<file path="config.mk">
export PLATFORM = sky130hd
export DESIGN_NAME = alu_issue_seq
export DESIGN_NICKNAME = d
export VERILOG_FILES = /design/src/rtl/alu_issue_seq.sv
export SDC_FILE = /design/constraint.sdc
export NUM_CORES = 1
export LEC_CHECK = 0
export ABC_AREA = 1
export BUFFER_PORTS_ARGS = -buffer_cell sky130_fd_sc_hd__buf_2
export CAP_MARGIN = 25
export CORE_MARGIN = 4
export CORE_UTILIZATION = 51
export CTS_CLUSTER_DIAMETER = 60
export CTS_CLUSTER_SIZE = 10
export DETAILED_ROUTE_END_ITERATION = 10
export HOLD_SLACK_MARGIN = 0.02
export PLACE_DENSITY = 0.75
export SLEW_MARGIN = 15
export SYNTH_ARGS = -nofsm -noshare
export SYNTH_HDL_FRONTEND = slang
export SYNTH_SLANG_ARGS = --single-unit
</file>
<file path="constraint.sdc">
create_clock -name clk -period 1.85 [get_ports clk]
set_input_delay 0.0925 -clock clk [delete_from_list [all_inputs] [get_ports clk]]
set_output_delay 0.0925 -clock clk [all_outputs]
set_load 0.02 [all_outputs]
</file>
<file path="src/rtl/alu_issue_seq.sv">
// alu_issue_seq: command FIFO feeding a registered ALU stage with result handshake and accumulator.
// Optional ALU_ISSUE_OVF_TRAP_EN adds a sticky overflow trap that stalls issue until trap_clr.
module alu_issue_seq #(
  parameter int WIDTH = 8,
  parameter int DEPTH = 4
) (
  input  logic                   clk,
  input  logic                   rst_n,
  input  logic                   in_valid,
  output logic                   in_ready,
  input  logic [2:0]             in_op,
  input  logic [WIDTH-1:0]       in_a,
  input  logic [WIDTH-1:0]       in_b,
  input  logic                   in_use_acc,
  output logic [WIDTH-1:0]       alu_a,
  output logic [WIDTH-1:0]       alu_b,
  output logic [2:0]             alu_op,
  input  logic [WIDTH-1:0]       alu_y,
  input  logic                   alu_overflow,
  input  logic                   alu_carry,
  input  logic                   alu_zero,
  input  logic                   alu_negative,
  output logic                   out_valid,
  input  logic                   out_ready,
  output logic [WIDTH-1:0]       out_y,
  output logic [3:0]             out_flags,
  output logic [$clog2(DEPTH):0] fifo_count,
  output logic                   busy
`ifdef ALU_ISSUE_OVF_TRAP_EN
  ,
  output logic                   ovf_trap,
  input  logic                   trap_clr
`endif
);
  localparam int PW = $clog2(DEPTH);
  localparam int CW = PW + 1;
  localparam int EW = 2 * WIDTH + 4;
  typedef enum logic [1:0] {IDLE, EXEC, HOLD} state_t;
  state_t state_q, state_d;
  logic [EW-1:0] mem_q [DEPTH];
  logic [PW-1:0] wr_q, wr_d, rd_q, rd_d;
  logic [CW-1:0] cnt_q, cnt_d;
  logic [WIDTH-1:0] a_q, a_d, b_q, b_d, acc_q, acc_d, y_q, y_d;
  logic [2:0] op_q, op_d;
  logic [3:0] fl_q, fl_d;
  logic ov_q, ov_d;
  logic push, pop, stall;
  logic head_acc;
  logic [2:0] head_op;
  logic [WIDTH-1:0] head_a, head_b;
  assign {head_acc, head_op, head_a, head_b} = mem_q[rd_q];
  assign in_ready = cnt_q != CW'(DEPTH);
  assign push = in_valid && in_ready;
  assign alu_a = a_q;
  assign alu_b = b_q;
  assign alu_op = op_q;
  assign out_valid = ov_q;
  assign out_y = y_q;
  assign out_flags = fl_q;
  assign fifo_count = cnt_q;
  assign busy = state_q != IDLE || cnt_q != '0;
`ifdef ALU_ISSUE_OVF_TRAP_EN
  logic trap_q, trap_d;
  // a fresh overflow capture outranks a simultaneous clear
  assign trap_d = (state_q == EXEC && alu_overflow) || (trap_q && !trap_clr);
  assign stall = trap_q;
  assign ovf_trap = trap_q;
  always_ff @(posedge clk or negedge rst_n)
    if (!rst_n) trap_q <= 1'b0;
    else trap_q <= trap_d;
`else
  assign stall = 1'b0;
`endif
  always_comb begin
    state_d = state_q;
    pop = 1'b0;
    y_d = y_q;
    fl_d = fl_q;
    acc_d = acc_q;
    ov_d = ov_q;
    case (state_q)
      IDLE: begin
        pop = cnt_q != '0 && !stall;
        state_d = pop ? EXEC : IDLE;
      end
      EXEC: begin
        y_d = alu_y;
        fl_d = {alu_overflow, alu_carry, alu_zero, alu_negative};
        acc_d = alu_y;
        ov_d = 1'b1;
        state_d = HOLD;
      end
      HOLD: if (ov_q && out_ready) begin
        ov_d = 1'b0;
        pop = cnt_q != '0 && !stall;
        state_d = pop ? EXEC : IDLE;
      end
      default: state_d = IDLE;
    endcase
    a_d = pop ? (head_acc ? acc_q : head_a) : a_q;
    b_d = pop ? head_b : b_q;
    op_d = pop ? head_op : op_q;
    wr_d = push ? wr_q + PW'(1) : wr_q;
    rd_d = pop ? rd_q + PW'(1) : rd_q;
    cnt_d = cnt_q + CW'(push) - CW'(pop);
  end
  always_ff @(posedge clk)
    if (push) mem_q[wr_q] <= {in_use_acc, in_op, in_a, in_b};
  always_ff @(posedge clk or negedge rst_n)
    if (!rst_n) begin
      state_q <= IDLE;
      wr_q <= '0;
      rd_q <= '0;
      cnt_q <= '0;
      a_q <= '0;
      b_q <= '0;
      op_q <= '0;
      acc_q <= '0;
      y_q <= '0;
      fl_q <= '0;
      ov_q <= 1'b0;
    end else begin
      state_q <= state_d;
      wr_q <= wr_d;
      rd_q <= rd_d;
      cnt_q <= cnt_d;
      a_q <= a_d;
      b_q <= b_d;
      op_q <= op_d;
      acc_q <= acc_d;
      y_q <= y_d;
      fl_q <= fl_d;
      ov_q <= ov_d;
    end
endmodule

</file>
==> results of run 1 <==
[repair_timing]
| item | in CTS | in global routing |
|---|---|---|
| endpoints found under the hold margin | 136 | 0 |
| hold buffers | 34 | 0 |
| setup buffers | 0 | 3 |
| setup endpoints to repair | 0 | 1 |
| resized for setup | 0 | 1 |
[power breakdown]
group / total [mW] / leakage, nW / switching (mW) / internal (mW)
Clock: 3.65 / 0.316 / 1.18 / 2.46
Sequential: 4.15 / 1.21 / 0.370 / 3.78
Combinational: 4.65 / 1.29 / 3.03 / 1.63
Total: 12.4 / 2.82 / 4.58 / 7.87
[kinds of logic after synthesis]
group | count (synthesis) | synth area share [%]
flops | 121 | 69.35
fa+ha+maj | 7 | 1.924
simple gates | 196 | 17.31
mux | 4 | 0.9111
buf+inv | 42 | 5.087
compound gates | 46 | 4.708
xor+xnor | 4 | 0.7088
[flip-flops by register name, indices dropped and copies added, names as in the netlist]
| signal | count |
|---|---|
| alu_a | 8 |
| state_q | 2 |
| mem_q | 80 |
| out_flags | 4 |
| out_valid | 1 |
| fifo_count | 3 |
| alu_op | 3 |
| out_y | 8 |
| wr_q | 2 |
| rd_q | 2 |
| alu_b | 8 |
[worst register-to-register path, cell delays in order, from the launching register on]
cell     delay (ns)
dfrtp_1        0.38
inv_2          0.09
nand2_4        0.06
nor2_4         0.17
nor2_8         0.05
ha_4           0.25
inv_2          0.04
ha_4           0.14
fa_2           0.33
xor2_1         0.14
[layout make-up]
class	instances	area, sq um	area share [%]
Clock buffer	17	414.1	6.298
Inverter	24	105.1	1.598
Clock inverter	15	247.7	3.767
Timing Repair Buffer	126	900.9	13.70
Multi-Input combinational cell	257	1314	19.98
Tap cell	129	161.4	2.454
Sequential cell	121	3433	52.21
[stage by stage]
| stage | utilization (%) | cell area [sq um] |
|---|---|---|
| after floorplan | - | 4996 |
| after global placement | 59.46 | 5547 |
| after detailed placement | 59.46 | 5547 |
| after CTS | 70.21 | 6549 |
| after global routing | 70.50 | 6576 |
| final | 70.50 | 6576 |
[worst max-delay path by stage]
stage | start | endpoint | slack, ns | cells past startpoint
6_report | state_q[0] | fifo_count[2] | 0.07 | 9
4_1_cts | fifo_count[1] | fifo_count[2] | 0.03 | 9
3_3_place_gp | fifo_count[1] | fifo_count[2] | 0.07 | 9
2_1_floorplan | fifo_count[0] | fifo_count[2] | -0.12 | 10
5_1_grt | state_q[0] | fifo_count[2] | 0.02 | 9
3_5_place_dp | fifo_count[1] | fifo_count[2] | 0.04 | 9
[metal layers]
layer  track usage [%]  wire, um
met1             26.29      4547
met4             7.215        95
met2             32.13      5175
met3             5.282       760
met5                 0         0
[cell usage after synthesis, types with 2 or more instances]
cell type and number:
nand2_1 103, edfxtp_1 80, nor2_1 49, dfrtp_1 41
nand3_1 33, o21ai_0 25, inv_1 20, o21ai_1 11
a21oi_1 9, buf_2 7, ha_1 6, buf_6 5
mux2_2 4, buf_4 3, nand2_2 3, xor2_1 3
buf_8 2, inv_2 2, nand2_4 2, nand3_2 2
==> results.cfg, run 1 <==
[status]
outcome = finished, final reports clean

[worst_setup_path]
r2r-start = state_q[0]
crit_type = flip-flop to flip-flop
start_kind = flip-flop
critPathArrivalTime_ns = 2.17
critPathTopFamily = adder cells
cp_max_fo = 3
r2r_cells = 9
rrSetupSlack_ns = 0.07
path_cells = inv_2, nand2_4, nor2_4, nor2_8, ha_4, inv_2, ha_4, fa_2, xor2_1
critPathSlowestCell = dfrtp_1
crit_buf_inv = 2
r2r_end = fifo_count[2]
cp_slowest_stage_delay_ns = 0.38
crit_required_ns = 2.24
endpoint_kind = flip-flop

[global_routing]
grt_pass1_vias = 3366
grt_max_degree = 28
antenna_found_initial = 0
grt_pass1_wl_um = 17290
gr-usage-all-layers_pct = 19.96
grt_remaining_overflow = 0

[synthesis]
synth_seq_cells = 121
synth_fp_nets = 463
postSynthCellCount = 420
synth_top_area_share_pct = 48.60
synthDistinctLibCells = 30
synth_top_area_cell = edfxtp_1
yosysSeqAreaShare_pct = 69.35
ys.flop_type = edfxtp_1
synth_edf_count = 80
synth_area_leaders = edfxtp_1 (49%), dfrtp_1 (21%), nand2_1 (7.8%)
synth_area_per_cell_sq_um = 11.77
syn_area_sq_um = 4943
async_flop_share_pct = 33.88
synth_warnings = 0

[clock_network]
cts.sinks = 121
cts.clk_slew.worst_paths_ns = 0.06
cts_tree = yes
h-tree-depth = 4
clock_path_buffers = 2
worst_skew_pair.late_latency_ns = 0.51
cts_buffers = 17
root_buffer = clkbuf_8

[sta]
finalHoldViolations = 0
setup_ws_ns = 0.07273
whs_ns = 0.05242
relSlewSlack_pct = 62.41
max_freq_mhz = 562.7
worst_pin_slew_ns = 0.5638
final.setup_skew_ns = 0.006754
fin_crit_ns = 1.777
rsz0062_at_grt = no
slew_viol_final = 0
setup_viol = 0
finalCritPeriodShare_pct = 96.07
fin_tns_setup_ns = 0

[cells_and_area]
layout_common_cells = nand2_1 (102), edfxtp_1 (80), buf_2 (72), nor2_1 (45), dfrtp_1 (37)
nets = 590
antenna_cells = 0
drive_gt1_share_pct = 28.04
synthToLayoutAreaGrowth_pct = 33.03
fillCellCount = 606
final_common_cell = nand2_1
fin_cells = 689

[worst_hold_path]
min_to = wr_q[0]
min_from = in_valid
min_delay_path_depth = 4
hold_path.class = primary input to flip-flop

[floorplanning]
io-pin-count = 73
core_sq_um = 9328
dieArea_sq_um = 11330
rows = 35
die-width_um = 106.5
initial_utilization_pct = 53.00
die_h_um = 106.5

[power_and_ir_drop]
power_mw = 12.45
p_leak_nw = 2.822
irDropWorstVdd_mv = 0.7291
p_per_area_nw_per_um2 = 1893

[route]
wl_per_cell_um = 15.35
detail-route-antenna-nets = 0
first_pass_iters = 5
drc = 0
totalWireLength_um = 10580
vias = 3445
drt-vias-per-instance = 5.000
initialDrtViolationCount = 259

[job]
maxCapViolations = 0

[placed_design]
place_congestion = 0.7340
dpl.cell_count = 620
dp_hpwl_um = 6328
numPortBuffers = 72
dp_slack_ns = 0.04094
No activity file was read; power rests on OpenSTA's default activity.
==> run 2: changes to the inputs <==
--- a/config.mk
+++ b/config.mk
@@ -8,13 +8,15 @@
 export ABC_AREA = 1
 export BUFFER_PORTS_ARGS = -buffer_cell sky130_fd_sc_hd__buf_2
 export CAP_MARGIN = 25
+export CELL_PAD_IN_SITES_DETAIL_PLACEMENT = 1
+export CELL_PAD_IN_SITES_GLOBAL_PLACEMENT = 2
 export CORE_MARGIN = 4
-export CORE_UTILIZATION = 51
+export CORE_UTILIZATION = 34
 export CTS_CLUSTER_DIAMETER = 60
 export CTS_CLUSTER_SIZE = 10
 export DETAILED_ROUTE_END_ITERATION = 10
 export HOLD_SLACK_MARGIN = 0.02
-export PLACE_DENSITY = 0.75
+export PLACE_DENSITY_LB_ADDON = 0.1
 export SLEW_MARGIN = 15
 export SYNTH_ARGS = -nofsm -noshare
 export SYNTH_HDL_FRONTEND = slang
==> run 2 against run 1 <==
Net effect:
- highest routed layer unchanged
- critical path type unchanged
- non-clock buffer count up 2
- cell count is 7.5% higher
- routed wire length rose by 12%
- flip-flop and latch count is the same
==> results.cfg, run 2 (synthesis results as in run 1) <==
[sta]
max_freq_mhz = 556.9
whs_ns = 0.06885
setup_viol = 0
finalHoldViolations = 0
final.setup_skew_ns = 0.006959
fin_tns_setup_ns = 0
finalCritPeriodShare_pct = 97.07
fin_crit_ns = 1.796
relSlewSlack_pct = 61.75
slew_viol_final = 0
worst_pin_slew_ns = 0.5724

[worst_hold_path]
min_from = out_ready
min_delay_path_depth = 4
hold_path.class = primary input to flip-flop
min_to = out_valid

[route]
wl_per_cell_um = 15.95
totalWireLength_um = 11820
vias = 3399
first_pass_iters = 4
drt-vias-per-instance = 4.587
detail-route-antenna-nets = 0
drc = 0
initialDrtViolationCount = 150

[floorplanning]
dieArea_sq_um = 16530
initial_utilization_pct = 35.20
rows = 43
die-width_um = 128.6
core_sq_um = 14040
io-pin-count = 73
die_h_um = 128.6

[worst_setup_path]
crit_required_ns = 2.14
start_kind = flip-flop
r2r-start = state_q[0]
endpoint_kind = flip-flop
critPathSlowestCell = dfrtp_1
critPathLaunch = state_q[0]
r2r_cells = 9
crit_type = flip-flop to flip-flop
r2r_end = fifo_count[2]
cp_slowest_stage_delay_ns = 0.38
critPathArrivalTime_ns = 2.08
rrSetupSlack_ns = 0.05
path_cells = inv_2, nand2_2, nor2_4, nor2_8, ha_4, inv_2, ha_4, fa_2, xor2_1
cp_max_fo = 3

[clock_network]
cts.clk_slew.worst_paths_ns = 0.05
cts.sinks = 121
cts_resized = 0
worst_skew_pair.late_latency_ns = 0.41
cts_buffers = 17
cts_tree = yes
root_buffer = clkbuf_16
h-tree-depth = 4
clock_path_buffers = 2

[placed_design]
numPortBuffers = 72
dp_hpwl_um = 7740
place_congestion = 0.6924

[cells_and_area]
antenna_cells = 0
regMostFlops = mem_q
final_common_cell = nand2_1
nets = 592
largest_reg_flops = 80
layout_common_cells = nand2_1 (102), edfxtp_1 (80), buf_2 (72), nor2_1 (45), dfrtp_1 (37)
drive_gt1_share_pct = 28.16
synthToLayoutAreaGrowth_pct = 31.92

[global_routing]
grt_remaining_overflow = 0
grt_pass1_wl_um = 19250
gr-usage-all-layers_pct = 15.37
grt_max_degree = 36
grt_pass1_vias = 3558
antenna_found_initial = 0

[power_and_ir_drop]
p_per_area_nw_per_um2 = 1816
irDropWorstVdd_mv = 0.6108
p_leak_nw = 2.754

[status]
outcome = finished, final reports clean

[job]
maxCapViolations = 0
-- run 2: cell types whose count changed in the layout (fill, tap and decap cells not counted), moves of 2 or more --
cell,before,now
bufinv_16,6,1
clkinvlp_4,2,7
buf_4,16,19
clkinv_2,1,4
clkinv_4,3,0
inv_6,3,1
-- run 2: timing repair --
action | CTS | global route
setup endpoints to repair | 0 | 2
buffers inserted | 0 | 4
hold buffers | 33 | 0
endpoints found under the hold margin | 133 | 0
-- run 2: cell type report --
cell class                 count  area, sq um
timing repair buffer         128        913.4
multi-input combinational    257         1309
clock inverter                14        110.1
inverter                      24        105.1
tap                          180        225.2
clock buffer                  17        425.4
fill                        1514         7521
sequential                   121         3433
-- run 2: how the worst max path moves through the flow --
stage                          endpoint  slack (ns)
after floorplan           fifo_count[2]       -0.12
after global placement    fifo_count[2]        0.06
after detailed placement  fifo_count[2]        0.04
after CTS                 fifo_count[2]        0.02
after global routing      fifo_count[2]     -0.0001
final                     fifo_count[2]        0.05
-- run 2: worst max-delay path, delay by kind of cell, from the launching register on --
family / cells / cell delay (ns)
and+or+nand+nor: 3 / 0.30
DFF: 1 / 0.38
buffers and inverters: 2 / 0.09
adders and majority gates: 3 / 0.75
xor gates and xnor gates: 1 / 0.14
-- run 2: power by group --
part | switching [mW] | internal, mW
Combinational | 3.12 | 1.65
Sequential | 0.341 | 3.78
Clock | 1.14 | 1.81
Total | 4.60 | 7.24
-- run 2: routing by layer --
| metal | part of all wire (%) | global-route usage, % | vias to the layer above |
|---|---|---|---|
| li1 | - | - | 1672 |
| met1 | 48 | 21.19 | 1631 |
| met2 | 45 | 23.75 | 83 |
| met3 | 5.2 | 3.653 | 13 |
| met4 | 1.5 | 5.744 | 0 |
| met5 | 0 | 0 | - |
-- run 2: stage by stage --
| stage | std cells | utilization (%) | setup WS (ns) | power, mW | instance area (sq um) |
|---|---|---|---|---|---|
| after detailed placement | 673 | 40.06 | 0.03509 | 8.913 | 5625 |
| final | 741 | 46.44 | 0.05421 | 11.84 | 6521 |
| after floorplan | 420 | - | -0.1214 | 7.440 | 4996 |
| after CTS | 737 | 46.23 | 0.01866 | 11.99 | 6491 |
| after global routing | 741 | 46.44 | -0.0001446 | 12.78 | 6521 |
| after global placement | 673 | 40.06 | 0.05815 | 8.788 | 5625 |
